--- config.mk ---
export PLATFORM = sky130hd
export DESIGN_NAME = jpeg_block_pingpong_buffer_flat
export DESIGN_NICKNAME = d
export VERILOG_FILES = /design/src/rtl/jpeg_block_pingpong_buffer_if.sv /design/src/rtl/jpeg_block_pingpong_buffer.sv /design/src/flat_wrapper.sv
export SDC_FILE = /design/constraint.sdc
export NUM_CORES = 2
export LEC_CHECK = 0
export CAP_MARGIN = 25
export CORE_AREA = 2 2 609 611
export DETAILED_ROUTE_END_ITERATION = 16
export DIE_AREA = 0 0 611 613
export GPL_ROUTABILITY_DRIVEN = 0
export PLACE_DENSITY = 0.48
export SLEW_MARGIN = 10
export SYNTH_ARGS = -nofsm -noshare
export SYNTH_HDL_FRONTEND = slang
export SYNTH_SLANG_ARGS = --single-unit
--- constraint.sdc ---
create_clock -name clock -period 6.9 [get_ports clock]
set_input_delay 0.69 -clock clock [delete_from_list [all_inputs] [get_ports clock]]
set_output_delay 0.69 -clock clock [all_outputs]
set_load 0.05 [all_outputs]
--- src/rtl/jpeg_block_pingpong_buffer_if.sv ---
// Handshake bundle for jpeg_block_pingpong_buffer.
//   wr_*   : serial sample stream, one sample per valid/ready beat
//   load_* : parallel packed block load, one block per valid/ready beat
//   out_*  : packed block presentation towards the DCT stage
// Modports:
//   slave  : the buffer itself (sinks wr/load, sources out)
//   master : the surrounding producer/consumer side
// Packed blocks carry sample k at bits [k*DATA_WIDTH +: DATA_WIDTH].
interface jpeg_block_pingpong_buffer_if #(
   parameter int unsigned DATA_WIDTH = 12,
   parameter int unsigned DEPTH      = 64
);

   logic                          wr_valid;
   logic                          wr_ready;
   logic [DATA_WIDTH-1:0]         wr_data;

   logic                          load_valid;
   logic                          load_ready;
   logic [DATA_WIDTH*DEPTH-1:0]   load_data;

   logic                          out_valid;
   logic                          out_ready;
   logic [DATA_WIDTH*DEPTH-1:0]   out_data;

   modport slave (
      input  wr_valid,
      output wr_ready,
      input  wr_data,
      input  load_valid,
      output load_ready,
      input  load_data,
      output out_valid,
      input  out_ready,
      output out_data
   );

   modport master (
      output wr_valid,
      input  wr_ready,
      output wr_data,
      output load_valid,
      input  load_ready,
      output load_data,
      input  out_valid,
      output out_ready,
      input  out_data
   );

endinterface

--- src/rtl/jpeg_block_pingpong_buffer.sv ---
// Two-bank (ping-pong) block buffer between the level-shift front end and the DCT.
// One bank fills (serially or by a single parallel load) while the other is
// presented to the consumer as a packed block.
//
// Ports:
//   clock        system clock, rising edge
//   reset_n      asynchronous active-low reset; clears storage and all pointers
//   flush        discard a partially filled serial block (wins over a serial beat)
//   wr_transpose column-major serial addressing (only with JPEG_BUF_TRANSPOSE_EN)
//   bus          handshake bundle (slave modport): wr_*, load_*, out_*
//   wr_index     next serial write position
//   blocks_full  number of full banks, 0..2
//
// Optional feature macro: JPEG_BUF_TRANSPOSE_EN
//   When defined, the wr_transpose port exists and serial beats with
//   wr_transpose=1 are stored at (idx % BLOCK_W)*BLOCK_W + idx/BLOCK_W.
//   Parallel loads are never transposed.
module jpeg_block_pingpong_buffer #(
   parameter int unsigned DATA_WIDTH = 12,
   parameter int unsigned DEPTH      = 64,
   parameter int unsigned BLOCK_W    = 8
) (
   input  logic                       clock,
   input  logic                       reset_n,
   input  logic                       flush,
`ifdef JPEG_BUF_TRANSPOSE_EN
   input  logic                       wr_transpose,
`endif
   jpeg_block_pingpong_buffer_if.slave bus,
   output logic [$clog2(DEPTH)-1:0]   wr_index,
   output logic [1:0]                 blocks_full
);

   localparam int unsigned IdxW = $clog2(DEPTH);
   localparam logic [IdxW-1:0] LastIdx = IdxW'(DEPTH - 1);

   // Elaboration-time parameter sanity checks.
   if (DEPTH < 4 || (1 << IdxW) != DEPTH) begin : g_bad_depth
      $error("DEPTH must be a power of two and at least 4");
   end
   if (BLOCK_W < 2) begin : g_bad_block_w
      $error("BLOCK_W must be at least 2");
   end
`ifdef JPEG_BUF_TRANSPOSE_EN
   if (BLOCK_W * BLOCK_W != DEPTH) begin : g_bad_square
      $error("DEPTH must equal BLOCK_W*BLOCK_W for transposed addressing");
   end
`endif

   typedef logic [DEPTH-1:0][DATA_WIDTH-1:0] bank_t;

   bank_t           bank0_q, bank0_d;
   bank_t           bank1_q, bank1_d;
   logic [1:0]      bank_full_q, bank_full_d;
   logic            wbank_q, wbank_d;
   logic            rbank_q, rbank_d;
   logic [IdxW-1:0] wr_index_q, wr_index_d;
   logic [IdxW-1:0] wr_addr;

   logic            wbank_free;
   logic            load_fire;
   logic            wr_fire;
   logic            out_fire;
   logic            fill_done;

   // ---------------------------------------------------------------------------
   // Handshakes
   // ---------------------------------------------------------------------------
   assign wbank_free     = !bank_full_q[wbank_q];
   // Parallel load has priority: serial beats stall while load_valid is high.
   assign bus.wr_ready   = wbank_free & !bus.load_valid;
   // A parallel load may only start on a bank with no partial serial fill.
   assign bus.load_ready = wbank_free & (wr_index_q == '0);

   assign load_fire = bus.load_valid & bus.load_ready;
   // A flushed beat is dropped even though wr_ready was presented.
   assign wr_fire   = bus.wr_valid & bus.wr_ready & !flush;
   assign out_fire  = bus.out_valid & bus.out_ready;
   assign fill_done = load_fire | (wr_fire & (wr_index_q == LastIdx));

   // ---------------------------------------------------------------------------
   // Serial write address
   // ---------------------------------------------------------------------------
`ifdef JPEG_BUF_TRANSPOSE_EN
   always_comb begin
      wr_addr = wr_index_q;
      if (wr_transpose) begin
         wr_addr = IdxW'((32'(wr_index_q) % BLOCK_W) * BLOCK_W + 32'(wr_index_q) / BLOCK_W);
      end
   end
`else
   assign wr_addr = wr_index_q;
`endif

   // ---------------------------------------------------------------------------
   // Bank storage next state
   // ---------------------------------------------------------------------------
   always_comb begin
      bank0_d = bank0_q;
      bank1_d = bank1_q;
      if (load_fire) begin
         if (wbank_q) begin
            bank1_d = bus.load_data;
         end else begin
            bank0_d = bus.load_data;
         end
      end else if (wr_fire) begin
         if (wbank_q) begin
            bank1_d[wr_addr] = bus.wr_data;
         end else begin
            bank0_d[wr_addr] = bus.wr_data;
         end
      end
   end

   // ---------------------------------------------------------------------------
   // Pointers, full flags and serial index next state
   // ---------------------------------------------------------------------------
   always_comb begin
      bank_full_d = bank_full_q;
      // Release and fill always hit different banks: a fill needs the write
      // bank empty, a release needs the read bank full.
      if (out_fire) begin
         bank_full_d[rbank_q] = 1'b0;
      end
      if (fill_done) begin
         bank_full_d[wbank_q] = 1'b1;
      end

      wbank_d = wbank_q ^ fill_done;
      rbank_d = rbank_q ^ out_fire;

      wr_index_d = wr_index_q;
      if (flush) begin
         wr_index_d = '0;
      end else if (wr_fire) begin
         // DEPTH is a power of two, so the increment wraps to 0 after the last beat.
         wr_index_d = wr_index_q + IdxW'(1);
      end
   end

   always_ff @(posedge clock or negedge reset_n) begin
      if (!reset_n) begin
         bank0_q     <= '0;
         bank1_q     <= '0;
         bank_full_q <= '0;
         wbank_q     <= 1'b0;
         rbank_q     <= 1'b0;
         wr_index_q  <= '0;
      end else begin
         bank0_q     <= bank0_d;
         bank1_q     <= bank1_d;
         bank_full_q <= bank_full_d;
         wbank_q     <= wbank_d;
         rbank_q     <= rbank_d;
         wr_index_q  <= wr_index_d;
      end
   end

   // ---------------------------------------------------------------------------
   // Outputs
   // ---------------------------------------------------------------------------
   assign bus.out_valid = bank_full_q[rbank_q];
   assign bus.out_data  = rbank_q ? bank1_q : bank0_q;
   assign wr_index      = wr_index_q;
   assign blocks_full   = {1'b0, bank_full_q[0]} + {1'b0, bank_full_q[1]};

endmodule

--- src/flat_wrapper.sv ---
// flat-port wrapper written by rule: the top's interface ports become plain ports
module jpeg_block_pingpong_buffer_flat 
#(
   parameter int unsigned DATA_WIDTH = 12,
   parameter int unsigned DEPTH      = 64,
   parameter int unsigned BLOCK_W    = 8
)
  (clock, reset_n, flush, wr_index, blocks_full, bus_wr_valid, bus_wr_ready, bus_wr_data, bus_load_valid, bus_load_ready, bus_load_data, bus_out_valid, bus_out_ready, bus_out_data);
  jpeg_block_pingpong_buffer_if #(.DATA_WIDTH(DATA_WIDTH), .DEPTH(DEPTH)) bus_i ();
  input  logic clock;
  input  logic reset_n;
  input  logic flush;
  output logic [$clog2(DEPTH)-1:0] wr_index;
  output logic [1:0] blocks_full;
  input wire logic [$bits(bus_i.wr_valid)-1:0] bus_wr_valid;
  output wire logic [$bits(bus_i.wr_ready)-1:0] bus_wr_ready;
  input wire logic [$bits(bus_i.wr_data)-1:0] bus_wr_data;
  input wire logic [$bits(bus_i.load_valid)-1:0] bus_load_valid;
  output wire logic [$bits(bus_i.load_ready)-1:0] bus_load_ready;
  input wire logic [$bits(bus_i.load_data)-1:0] bus_load_data;
  output wire logic [$bits(bus_i.out_valid)-1:0] bus_out_valid;
  input wire logic [$bits(bus_i.out_ready)-1:0] bus_out_ready;
  output wire logic [$bits(bus_i.out_data)-1:0] bus_out_data;
  assign bus_i.wr_valid = bus_wr_valid;
  assign bus_wr_ready = bus_i.wr_ready;
  assign bus_i.wr_data = bus_wr_data;
  assign bus_i.load_valid = bus_load_valid;
  assign bus_load_ready = bus_i.load_ready;
  assign bus_i.load_data = bus_load_data;
  assign bus_out_valid = bus_i.out_valid;
  assign bus_i.out_ready = bus_out_ready;
  assign bus_out_data = bus_i.out_data;
  jpeg_block_pingpong_buffer #(.DATA_WIDTH(DATA_WIDTH), .DEPTH(DEPTH), .BLOCK_W(BLOCK_W)) u_core (.clock(clock), .reset_n(reset_n), .flush(flush), .bus(bus_i), .wr_index(wr_index), .blocks_full(blocks_full));
endmodule
==> results.txt <==
Synth-to-Final Area Change - 38.06%
Most area-hungry cell type in the Yosys netlist - sky130_fd_sc_hd__dfrtp_1
Clock slew at reported path FFs - 0.06 ns
Most frequently used flop master after synthesis - sky130_fd_sc_hd__dfrtp_1
Initial cell density of the core - 19.77%
Final worst-path setup slack - 2.091 ns
Seq pwr share - 24.9%
Cell types with the highest counts after synthesis - sky130_fd_sc_hd__dfrtp_1, sky130_fd_sc_hd__a2bb2oi_1, sky130_fd_sc_hd__mux2_2, sky130_fd_sc_hd__o22ai_1, sky130_fd_sc_hd__buf_2
Sequential element share of the synthesized area - 53.21%
Total of fill cells in the finished design - 37730
Die span in x - 611 um
Top-area cell type share of the netlist area - 53.21%
I/O pins - 1565
Final clock skew - 0.07195 ns
Number of endpoints failing setup at the final stage - 0
Via density per instance - 5.292
Insertion delay of the later-clocked pin in the worst-skew pair - 0.89 ns
Largest net degree at the start of global routing - 162
Period utilisation layout - 69.69%
Power Dens Cells - 596.2 nW/um^2
Crit path time final - 4.809 ns
Drt total wl - 462200 um
Setup TNS - 0 ns
Count leader, synth - sky130_fd_sc_hd__dfrtp_1
Buffer cell driving the clock tree root - sky130_fd_sc_hd__clkbuf_16
Per-instance average area after synthesis - 12.74 um^2
Share of cells above drive strength 1 - 21.34%
TritonCTS clock tree - yes
Std-Cell Rows - 223
Leakage power - 0.03478 uW
Max-cap check violation count - 0
Internal Dissipation - 31540 uW
Ys async rst share - 100.0%
Total of warnings raised by yosys - 0
Net switching share of the total power - 47.30%
Worst vdd ir - 0.0003361 V
Register Area - 38690 um^2
Unrepaired setup endpoints after global routing - false
DR vias - 63780
Cell area after synthesis - 72710 um^2
Synthesized netlist net count - 6496
Headroom to the max-slew limit - 19.53%
Critical Setup Path Class - flip-flop to output port
Std-Cell Core Area - 367700 um^2
Final Hold Viols - 0
Count of antenna-violating nets left after detailed routing - 0
Global-route wire length before repair - 608000 um
Average detailed-routed wire length per instance - 38.35 um
Data arrival time of the critical path - 4.12 ns
Critical path launch point type - flip-flop
Die span in y - 613 um
Number of buffers created by CTS - 189
Number of different library cells in the post-synthesis netlist - 57
Switch Pwr - 28310 uW
CTS Buffer Depth - 4
Max Freq - 0.2080 GHz
Number of global-route vias before repair - 65000
Highest fanout seen on the critical path - 56
Number of pins with negative max-slew slack in the final report - 0
Global-route congestion overflow total - 0
Data required time of the worst path - 6.21 ns
Run status - complete, no violations
Classification of the worst-slack hold path - input pin to flip-flop
DRC violation count after routing - 0
Number of sinks handled by clock tree synthesis - 1546
Part of the power in combinational logic - 56.9%
Area enclosed by the die boundary - 374500 um^2
Worst setup EP type - output port
Area of the multi-input gates - 31050 um^2
Antenna violations before repair - 161
Overall routing resource usage - 23.56%
Count of port buffers added during placement - 1564
Top layer reached by signal wires - met5
Total length of routed met2 wires - 218600 um
Largest cells by area after synthesis - sky130_fd_sc_hd__dfrtp_1, sky130_fd_sc_hd__a2bb2oi_1, sky130_fd_sc_hd__mux2_2
Post-synthesis cell count - 5707
Flop and latch count out of synthesis - 1546
Clk pwr share - 18.2%
EDFF count, synth - 0
Starting DRT DRC Count - 6226
Number of iterations in the first detailed-routing pass - 6
DRT met1 WL - 178200 um
Transition time of the tightest slew-check pin - 1.207 ns
NumNets Final - 7746
Met3 wire length - 38000 um
Detailed placement HPWL - 322500 um
Number of levels in the clock H-tree - 4
Worst Setup Slack post-DPL - 2.180 ns
-- placed cells by master, fill, tap and decap left out, types with 13 or more instances in the layout --
cell type,synthesis,final
sky130_fd_sc_hd__o22ai_1,720,720
sky130_fd_sc_hd__clkbuf_1,245,31
sky130_fd_sc_hd__a2bb2oi_1,1427,1427
sky130_fd_sc_hd__nand2b_4,0,14
sky130_fd_sc_hd__o31ai_4,59,67
sky130_fd_sc_hd__a2bb2oi_2,13,13
sky130_fd_sc_hd__dfrtp_1,1546,1544
sky130_fd_sc_hd__clkbuf_16,0,191
sky130_fd_sc_hd__nor2_1,106,106
sky130_fd_sc_hd__o31ai_2,48,45
sky130_fd_sc_hd__clkdlybuf4s50_1,0,1561
sky130_fd_sc_hd__or2_4,0,13
sky130_fd_sc_hd__bufinv_16,0,21
sky130_fd_sc_hd__mux2_2,770,770
sky130_fd_sc_hd__mux2i_1,49,49
sky130_fd_sc_hd__clkinv_2,0,32
sky130_fd_sc_hd__clkbuf_8,0,46
sky130_fd_sc_hd__buf_4,89,172
sky130_fd_sc_hd__or3_4,0,13
sky130_fd_sc_hd__o22a_1,96,96
sky130_fd_sc_hd__diode_2,0,107
sky130_fd_sc_hd__buf_12,0,27
-- sequential cells by signal (all words and copies together) (netlist names) --
signal and cells:
u_core.wr_index 6, u_core.bank0_q 768, u_core.wbank_q 1, u_core.bank_full_q 2
u_core.rbank_q 1, u_core.bank1_q 768
-- cell type report --
cell class	count	share of cell area [%]
inverters	2	0.007479
repair buffers	1775	17.65
clock inverters	75	1.058
multi-input cells	3443	30.93
well taps	4837	6.029
clock buffers	268	5.508
diodes	107	0.2667
flip-flops and latches	1546	38.55
-- critical path: stages, from the launching register on --
cell                              delay [ns]
sky130_fd_sc_hd__dfrtp_4                0.68
sky130_fd_sc_hd__buf_16                 0.27
sky130_fd_sc_hd__buf_4                  0.74
sky130_fd_sc_hd__mux2_2                 0.43
sky130_fd_sc_hd__clkdlybuf4s50_1        0.91
-- power by group through the flow --
stage	Combinational [uW]	Clock, uW	Sequential (uW)
after floorplan	21800	0	14200
after global placement	33500	0	14800
after detailed placement	33900	0	14800
after CTS	34000	11000	14800
after global routing	34900	11400	15300
final	34100	10900	14900
-- layer usage --
| metal | track usage [%] | vias to the layer above |
|---|---|---|
| li1 | - | 25150 |
| met1 | 28.06 | 33940 |
| met2 | 37.83 | 3671 |
| met3 | 6.600 | 949 |
| met4 | 13.93 | 74 |
| met5 | 0 | - |
-- through the flow --
stage               instances  hold slack [ns]  power (uW)  cell area, um^2  util (%)
finish                  12050           0.4692       59850           100400     27.30
global route            12010           0.4528       61560           100300     27.27
CTS                     11930           0.3785       59820            99970     27.18
detailed placement      11590           0.4716       48730            93370     25.39
global placement        11560           0.4651       48340            93050     25.30
floorplan                5707           0.3944       36000            72710         -
-- cells by family after synthesis --
kind of cell | share of synthesized area [%]
AND/OR/NAND/NOR | 1.647
XOR/XNOR | 0.04819
flip-flops | 53.21
AO/OA/AOI/OAI | 27.62
adder cells (fa/ha/maj) | 0.05163
multiplexers | 12.62
buffers and inverters | 4.805
-- timing repair --
item,4_1_cts,5_1_grt
buffers inserted,0,0
hold buffers,1,0
endpoints found under the hold margin,88,0
gates resized for setup,0,0
-- worst paths after layout --
check	to	depth (start not counted)	slack, ns	from
worst max-delay path	bus_out_data[298]	4	2.09	u_core.rbank_q
worst min-delay path	u_core.rbank_q	2	0.47	bus_out_ready
worst max register to register	u_core.bank1_q[474]	8	2.64	u_core.wr_index[1]
worst min register to register	u_core.bank0_q[8]	1	0.48	u_core.bank0_q[8]
max in group asynchronous	u_core.bank0_q[539]	4	4.47	reset_n
min in group asynchronous	u_core.bank1_q[421]	2	0.53	reset_n
(Power assumes the default switching activity.)
